**src/rtl/mem_fault_sequencer.sv**
```systemverilog
// mem_fault_sequencer: privilege mode owner and memory-protection trap sequencer
module mem_fault_sequencer #(
  parameter logic [15:0] TRAP_VECTOR  = 16'h0010,
  parameter logic [1:0]  KERNEL_MODE  = 2'b10,
  parameter logic [1:0]  RESET_MODE   = 2'b10,
  parameter int unsigned FLUSH_CYCLES = 2
)(
  input  logic        clk,
  input  logic        rst_n,
  input  logic        illegal_pc,
  input  logic        illegal_mem,
  input  logic [15:0] cur_pc,
  input  logic [15:0] fault_addr,
  input  logic        eret,
  input  logic        mode_we,
  input  logic [1:0]  mode_wdata,
  output logic [1:0]  mode,
  output logic        stall,
  output logic        flush,
  output logic        pc_redirect,
  output logic [15:0] redirect_pc,
  output logic [15:0] epc,
  output logic [1:0]  cause,
  output logic [15:0] bad_addr,
  output logic        trap_active,
  output logic        halted
);
  typedef enum logic [2:0] {IDLE, FLUSH, REDIRECT, HANDLER, RETURN, HALT} state_t;
  localparam logic [3:0] LAST = 4'(FLUSH_CYCLES);
  state_t      state;
  logic [1:0]  saved_mode;
  logic [3:0]  cnt;
  logic        fault;
  assign fault = illegal_pc | illegal_mem;
  // Trap FSM: every output is set on the edge that enters the state it belongs to
  always_ff @(posedge clk) begin
    if (!rst_n) begin
      state       <= IDLE;
      mode        <= RESET_MODE;
      saved_mode  <= RESET_MODE;
      cnt         <= '0;
      stall       <= 1'b0;
      flush       <= 1'b0;
      pc_redirect <= 1'b0;
      redirect_pc <= '0;
      epc         <= '0;
      cause       <= 2'b00;
      bad_addr    <= '0;
      trap_active <= 1'b0;
      halted      <= 1'b0;
    end else begin
      case (state)
        IDLE: begin
          if (fault) begin
            state      <= FLUSH;
            stall      <= 1'b1;
            flush      <= 1'b1;
            cnt        <= 4'd1;
            epc        <= cur_pc;
            saved_mode <= mode;
            cause      <= illegal_pc ? 2'b01 : 2'b10;
            if (!illegal_pc) bad_addr <= fault_addr;
          end else if (mode_we) mode <= mode_wdata;
        end
        FLUSH: begin
          if (cnt == LAST) begin
            state       <= REDIRECT;
            flush       <= 1'b0;
            pc_redirect <= 1'b1;
            redirect_pc <= TRAP_VECTOR;
            mode        <= KERNEL_MODE;
          end else cnt <= cnt + 4'd1;
        end
        REDIRECT: begin
          state       <= HANDLER;
          stall       <= 1'b0;
          pc_redirect <= 1'b0;
          trap_active <= 1'b1;
        end
        HANDLER: begin
          if (fault) begin
            state       <= HALT;
            trap_active <= 1'b0;
            stall       <= 1'b1;
            halted      <= 1'b1;
          end else if (eret) begin
            state       <= RETURN;
            trap_active <= 1'b0;
            pc_redirect <= 1'b1;
            redirect_pc <= epc;
            flush       <= 1'b1;
            mode        <= saved_mode;
            cause       <= 2'b00;
          end else if (mode_we) mode <= mode_wdata;
        end
        RETURN: begin
          state       <= IDLE;
          pc_redirect <= 1'b0;
          flush       <= 1'b0;
        end
        HALT: state <= HALT;
        default: state <= IDLE;
      endcase
    end
  end
endmodule

```
**config.mk**
```make
export PLATFORM = sky130hd
export DESIGN_NAME = mem_fault_sequencer
export DESIGN_NICKNAME = d
export VERILOG_FILES = /design/src/rtl/mem_fault_sequencer.sv
export SDC_FILE = /design/constraint.sdc
export NUM_CORES = 1
export LEC_CHECK = 0
export CAP_MARGIN = 20
export CORE_UTILIZATION = 47
export CTS_BUF_LIST = sky130_fd_sc_hd__clkbuf_8
export CTS_CLUSTER_DIAMETER = 200
export DETAILED_ROUTE_END_ITERATION = 6
export DONT_BUFFER_PORTS = 1
export SYNTH_ARGS = -nofsm -noshare
export SYNTH_HDL_FRONTEND = slang
export SYNTH_SLANG_ARGS = --single-unit
```
**constraint.sdc**
```tcl
create_clock -name clk -period 1.5 [get_ports clk]
set_input_delay 0.225 -clock clk [delete_from_list [all_inputs] [get_ports clk]]
set_output_delay 0.225 -clock clk [all_outputs]
set_load 0.03 [all_outputs]
```
Word-level counts from Yosys, hierarchy flattened
Cells that the tools add are included.
{"block": "totals", "reg_bits": 66, "input_bits": 40, "out_inout_bits": 57, "wordCells": 87}
{"block": "op_classes", "addsub": 1, "n_eq_ne": 14, "muxes": 34, "bitwise": 2, "reduce_logical": 23}
{"op": "2-to-1 mux 16 bit", "n": 3}
{"op": "case mux 16 bit (2 select lines)", "n": 1}
{"op": "2-to-1 mux 2 bit", "n": 9}
{"op": "AND reduction 4 bit", "n": 4}
{"op": "case mux 3 bit (5 select lines)", "n": 1}
{"op": "2-to-1 mux 3 bit", "n": 4}
{"op": "inequality test 2 bit (second input constant)", "n": 6}
{"op": "nonzero test 2 bit", "n": 5}
{"op": "AND reduction 3 bit", "n": 3}
{"op": "2-to-1 mux 4 bit", "n": 2}
{"op": "case mux 4 bit (2 select lines)", "n": 1}
{"op": "AND reduction 2 bit", "n": 4}
{"op": "2-to-1 mux 1 bit", "n": 7}
{"op": "equality test 3 x 2 -> 1 bit (second input constant)", "n": 2}
{"op": "equality test 3 bit (second input constant)", "n": 2}
{"op": "case mux 2 bit (3 select lines)", "n": 1}
{"op": "nonzero test 3 bit", "n": 2}
{"op": "AND reduction 5 bit", "n": 1}
{"op": "adder 4 x 1 -> 4 bit (second input constant)", "n": 1}
{"op": "equality test 4 x 2 -> 1 bit (second input constant)", "n": 1}
{"op": "case mux 1 bit (2 select lines)", "n": 2}
{"op": "case mux 1 bit (4 select lines)", "n": 1}
{"op": "case mux 2 bit (2 select lines)", "n": 1}
{"op": "nonzero test 4 bit", "n": 1}
{"op": "other kinds (8)", "n": 9}

Depth between registers and ports, before layout
{"block": "depth", "word_depth": 4, "ltp_mapped": 7, "ltp_nobuf": 6}

Worst setup path after synthesis
OpenSTA, ideal clock, no wires.
{"block": "synth_path", "kind": "register to register", "startpoint": "register cnt[0]", "endpoint": "register redirect_pc[0]", "setup_ns": 0.117, "t_arrival_ns": 1.435, "required_time_ns": 1.383, "setup_slack_ns": -0.052, "path_stages_with_launch": 8, "path_buffers": 1, "period_less_slack_ns": 1.552, "cell_sequence": "dfxtp_1 > inv_1 > ha_1 > nor3b_4 > a21oi_1 > o21a_4 > buf_6 > a22o_1"}
{"block": "synth_between", "elab_chain_cells": 3}
{"item": "start, declared", "line": "32", "text": "logic [3:0] cnt;"}
{"item": "start signal, assigned", "line": "72", "text": "end else cnt <= cnt + 4'd1;"}
{"item": "equality test 4 x 2 -> 1 bit", "line": "66", "text": "if (cnt == LAST) begin"}
{"item": "inequality test 2 bit (no line)"}
{"item": "AND reduction 4 bit (no line)"}
{"item": "end signal, assigned", "line": "90", "text": "redirect_pc <= epc;"}
{"item": "end, declared", "line": "21", "text": "output logic [15:0] redirect_pc,"}
No other way between the ends.
A chain may end at the register's enable or synchronous reset.

Worst setup path in the final report
{"block": "layout_path", "startpoint": "register cnt[0]", "endpoint": "register mode[0]"}
{"block": "layout_between", "elab_chain_cells": 3}
{"item": "equality test 4 x 2 -> 1 bit", "line": "66"}
{"item": "inequality test 2 bit (no line)"}
{"item": "AND reduction 4 bit (no line)"}
{"item": "end signal, assigned", "line": "63", "text": "end else if (mode_we) mode <= mode_wdata;"}
{"item": "end signal, assigned", "line": "92", "text": "mode <= saved_mode;"}
{"item": "end signal, assigned", "line": "94", "text": "end else if (mode_we) mode <= mode_wdata;"}
{"item": "end, declared", "line": "17", "text": "output logic [1:0] mode,"}
No other way between the ends.

==> results.md <==
- Status: finished, final reports clean
- Max_cap viols: 0
- Crit path required time: 1.73 ns
- Final setup violation count: 0
- DRC errors left: 0
- Die area: 5970 µm²
- Worst Setup EP: mode[0]
- P_leak: 1.18 nW
- Worst Path Max Fanout: 4
- Row cnt: 27
- Inserted Clock Buffers: 9
- Wire per inst: 14.5 µm
- Top_reg_cell synth: dfxtp_1
- Multi-input gate area: 1210 µm²
- Critical path capture point type: register
- Syn_area_per_cell: 9.05 µm²
- Final ANT Viol Nets: 0
- Fin cells: between 300 and 400
- H-tree depth: 3
- HPWL after DPL: 3990 µm
- Worst Setup Start Kind: register
- Measured slew at the worst slew-check pin: 0.402 ns
- PortBufs: 0
- First drt pass iteration count: 5
- Post-synthesis cell type with the largest combined area: dfxtp_1
- Async SR Flop Fraction: 0
- CTS tree: yes
- Worst vdd ir: 650 µV
- Die Ht: 77.3 µm
- CTS root buf: clkbuf_8
- Cells after DPL: 366
- GRT Util Overall: 0.200
- Register-to-Register Setup Slack: roughly 0.020 ns
- Share of cells above drive strength 1: 0.182
- Sum Neg Setup Slack: 0 ns
- Worst flop-to-flop path endpoint: mode[0]
- Critical path class: register to register
- Ports: 97
- Core box area: 5470 µm²
- Total clock sinks: 66
- Max transition margin: 0.732
- Flops & latches, synth: 66
- Ranking of synthesized cells by area: dfxtp_1, nand2_1, a21oi_1
- Avg Vias per Cell: roughly 5.4
- Worst Hold Class: primary input to register
- Antenna Cells: 0
- Final instance area: about 3100 µm²
- WHS: roughly 0.017 ns
- WL final: 5620 µm
- First-pass GRT wire length: 9340 µm
- Distinct cells, synth: 51
- Syn Nets: between 300 and 400
- Initial antenna violation count: 0
- Seq/Total Area, Yosys: 0.496
- Worst Setup SP: cnt[0]
- CTS Buffer Depth: 2
- Nets: 351
- Fin crit period: 1.48 ns
- Clock transition at path regs: around 0.080 ns
- Slew Limit Fails: 0
- Gr ovfl total: 0
- RSZ-0062 raised after global routing: yes
- Starting Density: 0.486
- Reg2Reg Launch Point: cnt[0]
- Placed Instance Area: 2830 µm²
- Largest net degree at the start of global routing: 30
- Fmax: ~0.68 GHz
- Iter 0 DRT Violations: 58
- Top cell type's share of synthesized area: 0.496
- Clock skew: between 0.01 and 0.015 ns
- Fill cells: around 520
- Cell count of the worst reg-to-reg path: 6
- Vias in the first global route: between 1,500 and 2,000
- Final Hold Vio Count: 0
- Synth Cell Area: 2660 µm²
- Layout area overhead: 15.6%
- Vias: 2,070
- Crit share post-route: 0.987
- FF/Latch Area: 1330 µm²
- Crit path DAT: 1.71 ns
- EDFF count, synth: 0
- Worst skew pair latency: 0.33 ns
- GP Congestion: 0.822
- Syn Inst Count: 294
- Synth Warn #: 0
- Pwr dens: between 1000 and 1500 nW/µm²
- Die width: between 70 and 80 µm
- Power Total: 0.00391 W
-- logic make-up (layout without fill, tap and decap cells) --
kind of cell	Yosys count	after routing	synth area share
buffers and inverters	26	46	0.0555
DFF	66	66	0.496
adders and majority gates	2	2	0.00940
xor gates and xnor gates	2	2	0.00658
and+or+nand+nor	119	119	0.232
AOI/OAI and AO/OA	79	79	0.200
-- through the flow --
step                utilization  setup slack, ns
floorplan                     -          -0.0153
global placement          0.518           0.0154
detailed placement        0.518          -0.0434
CTS                       0.560          0.00318
global route              0.562          -0.0882
finish                    0.562           0.0195
-- cell usage in the layout, fill, tap and decap left out, types with 4 or more instances in the layout --
cell type / Yosys / routed
nor2b_1: 5 / 5
dfxtp_1: 66 / 63
a22o_1: 15 / 15
a21oi_1: 37 / 36
nor2_1: 10 / 9
buf_4: 7 / 19
nand2_1: 75 / 75
nand3_1: 4 / 4
clkbuf_8: 0 / 10
o21ai_0: 4 / 4
-- routing by layer --
layer,vias up,wire [µm],GRT usage
li1,1050,-,-
met2,65,2560,0.311
met3,9,465,0.0786
met1,946,2490,0.240
met5,-,0,0
met4,0,104,0.0962
-- worst min path at each step --
stage | start | to | slack, ns | cells after the start
after global routing | cur_pc[15] | epc[15] | 0.005 | 2
after floorplan | illegal_pc | cause[0] | 0.36 | 2
after global placement | rst_n | saved_mode[1] | 0.31 | 1
after detailed placement | rst_n | saved_mode[1] | 0.33 | 1
final | cur_pc[15] | epc[15] | 0.02 | 2
after CTS | cur_pc[15] | epc[15] | 0.007 | 2
-- repair_timing --
action                     CTS  global route
resized for setup            1             2
hold buffers                 1             1
setup endpoints to repair   11            48
buffers inserted             2             0
pin swaps                    1             0
hold endpoints to repair     1             1
-- Yosys cell counts, types with 2 or more instances --
cell      count
buf_2         7
nor4_4        2
inv_1         4
or3_1         2
a22o_1       15
o221a_2       3
and2_1        2
a31oi_1       3
a22oi_1       2
a21oi_1      37
clkbuf_1      4
dfxtp_1      66
o21ai_0       4
buf_6         2
nor2b_1       5
ha_1          2
a221oi_1      2
buf_4         7
nand2_1      75
xor2_1        2
nor3_1        2
nand4b_1      2
nand2b_1      3
nand3_1       4
and2b_1       2
nor2_1       10
-- power by group --
part	internal [W]	switching [W]	leakage (nW)
Combinational	0.000171	0.000216	0.539
Clock	0.000815	0.000677	0.103
Sequential	0.00183	0.000196	0.540
Total	0.00282	0.00109	1.18
-- critical path, cell delays in order (launching register included) --
cell and delay, ns:
dfxtp_2 0.32, inv_2 0.06, ha_4 0.12, or3b_4 0.40, nor4_4 0.20, nor2_1 0.09, o21a_1 0.19
-- registers in the layout (all words and copies together), names as in the netlist, 2 cells and up --
register     count
bad_addr        16
epc             16
redirect_pc     16
cnt              4
state            3
cause            2
mode             2
saved_mode       2
-- final cells by class --
cell class                      count  area share
Sequential cell                    66       0.431
Tap cell                           72      0.0293
Inverter                            6     0.00732
Clock inverter                      6      0.0211
Multi-Input combinational cell    202       0.394
Clock buffer                       10      0.0447
Timing Repair Buffer               24      0.0724
(Power assumes the default switching activity.)
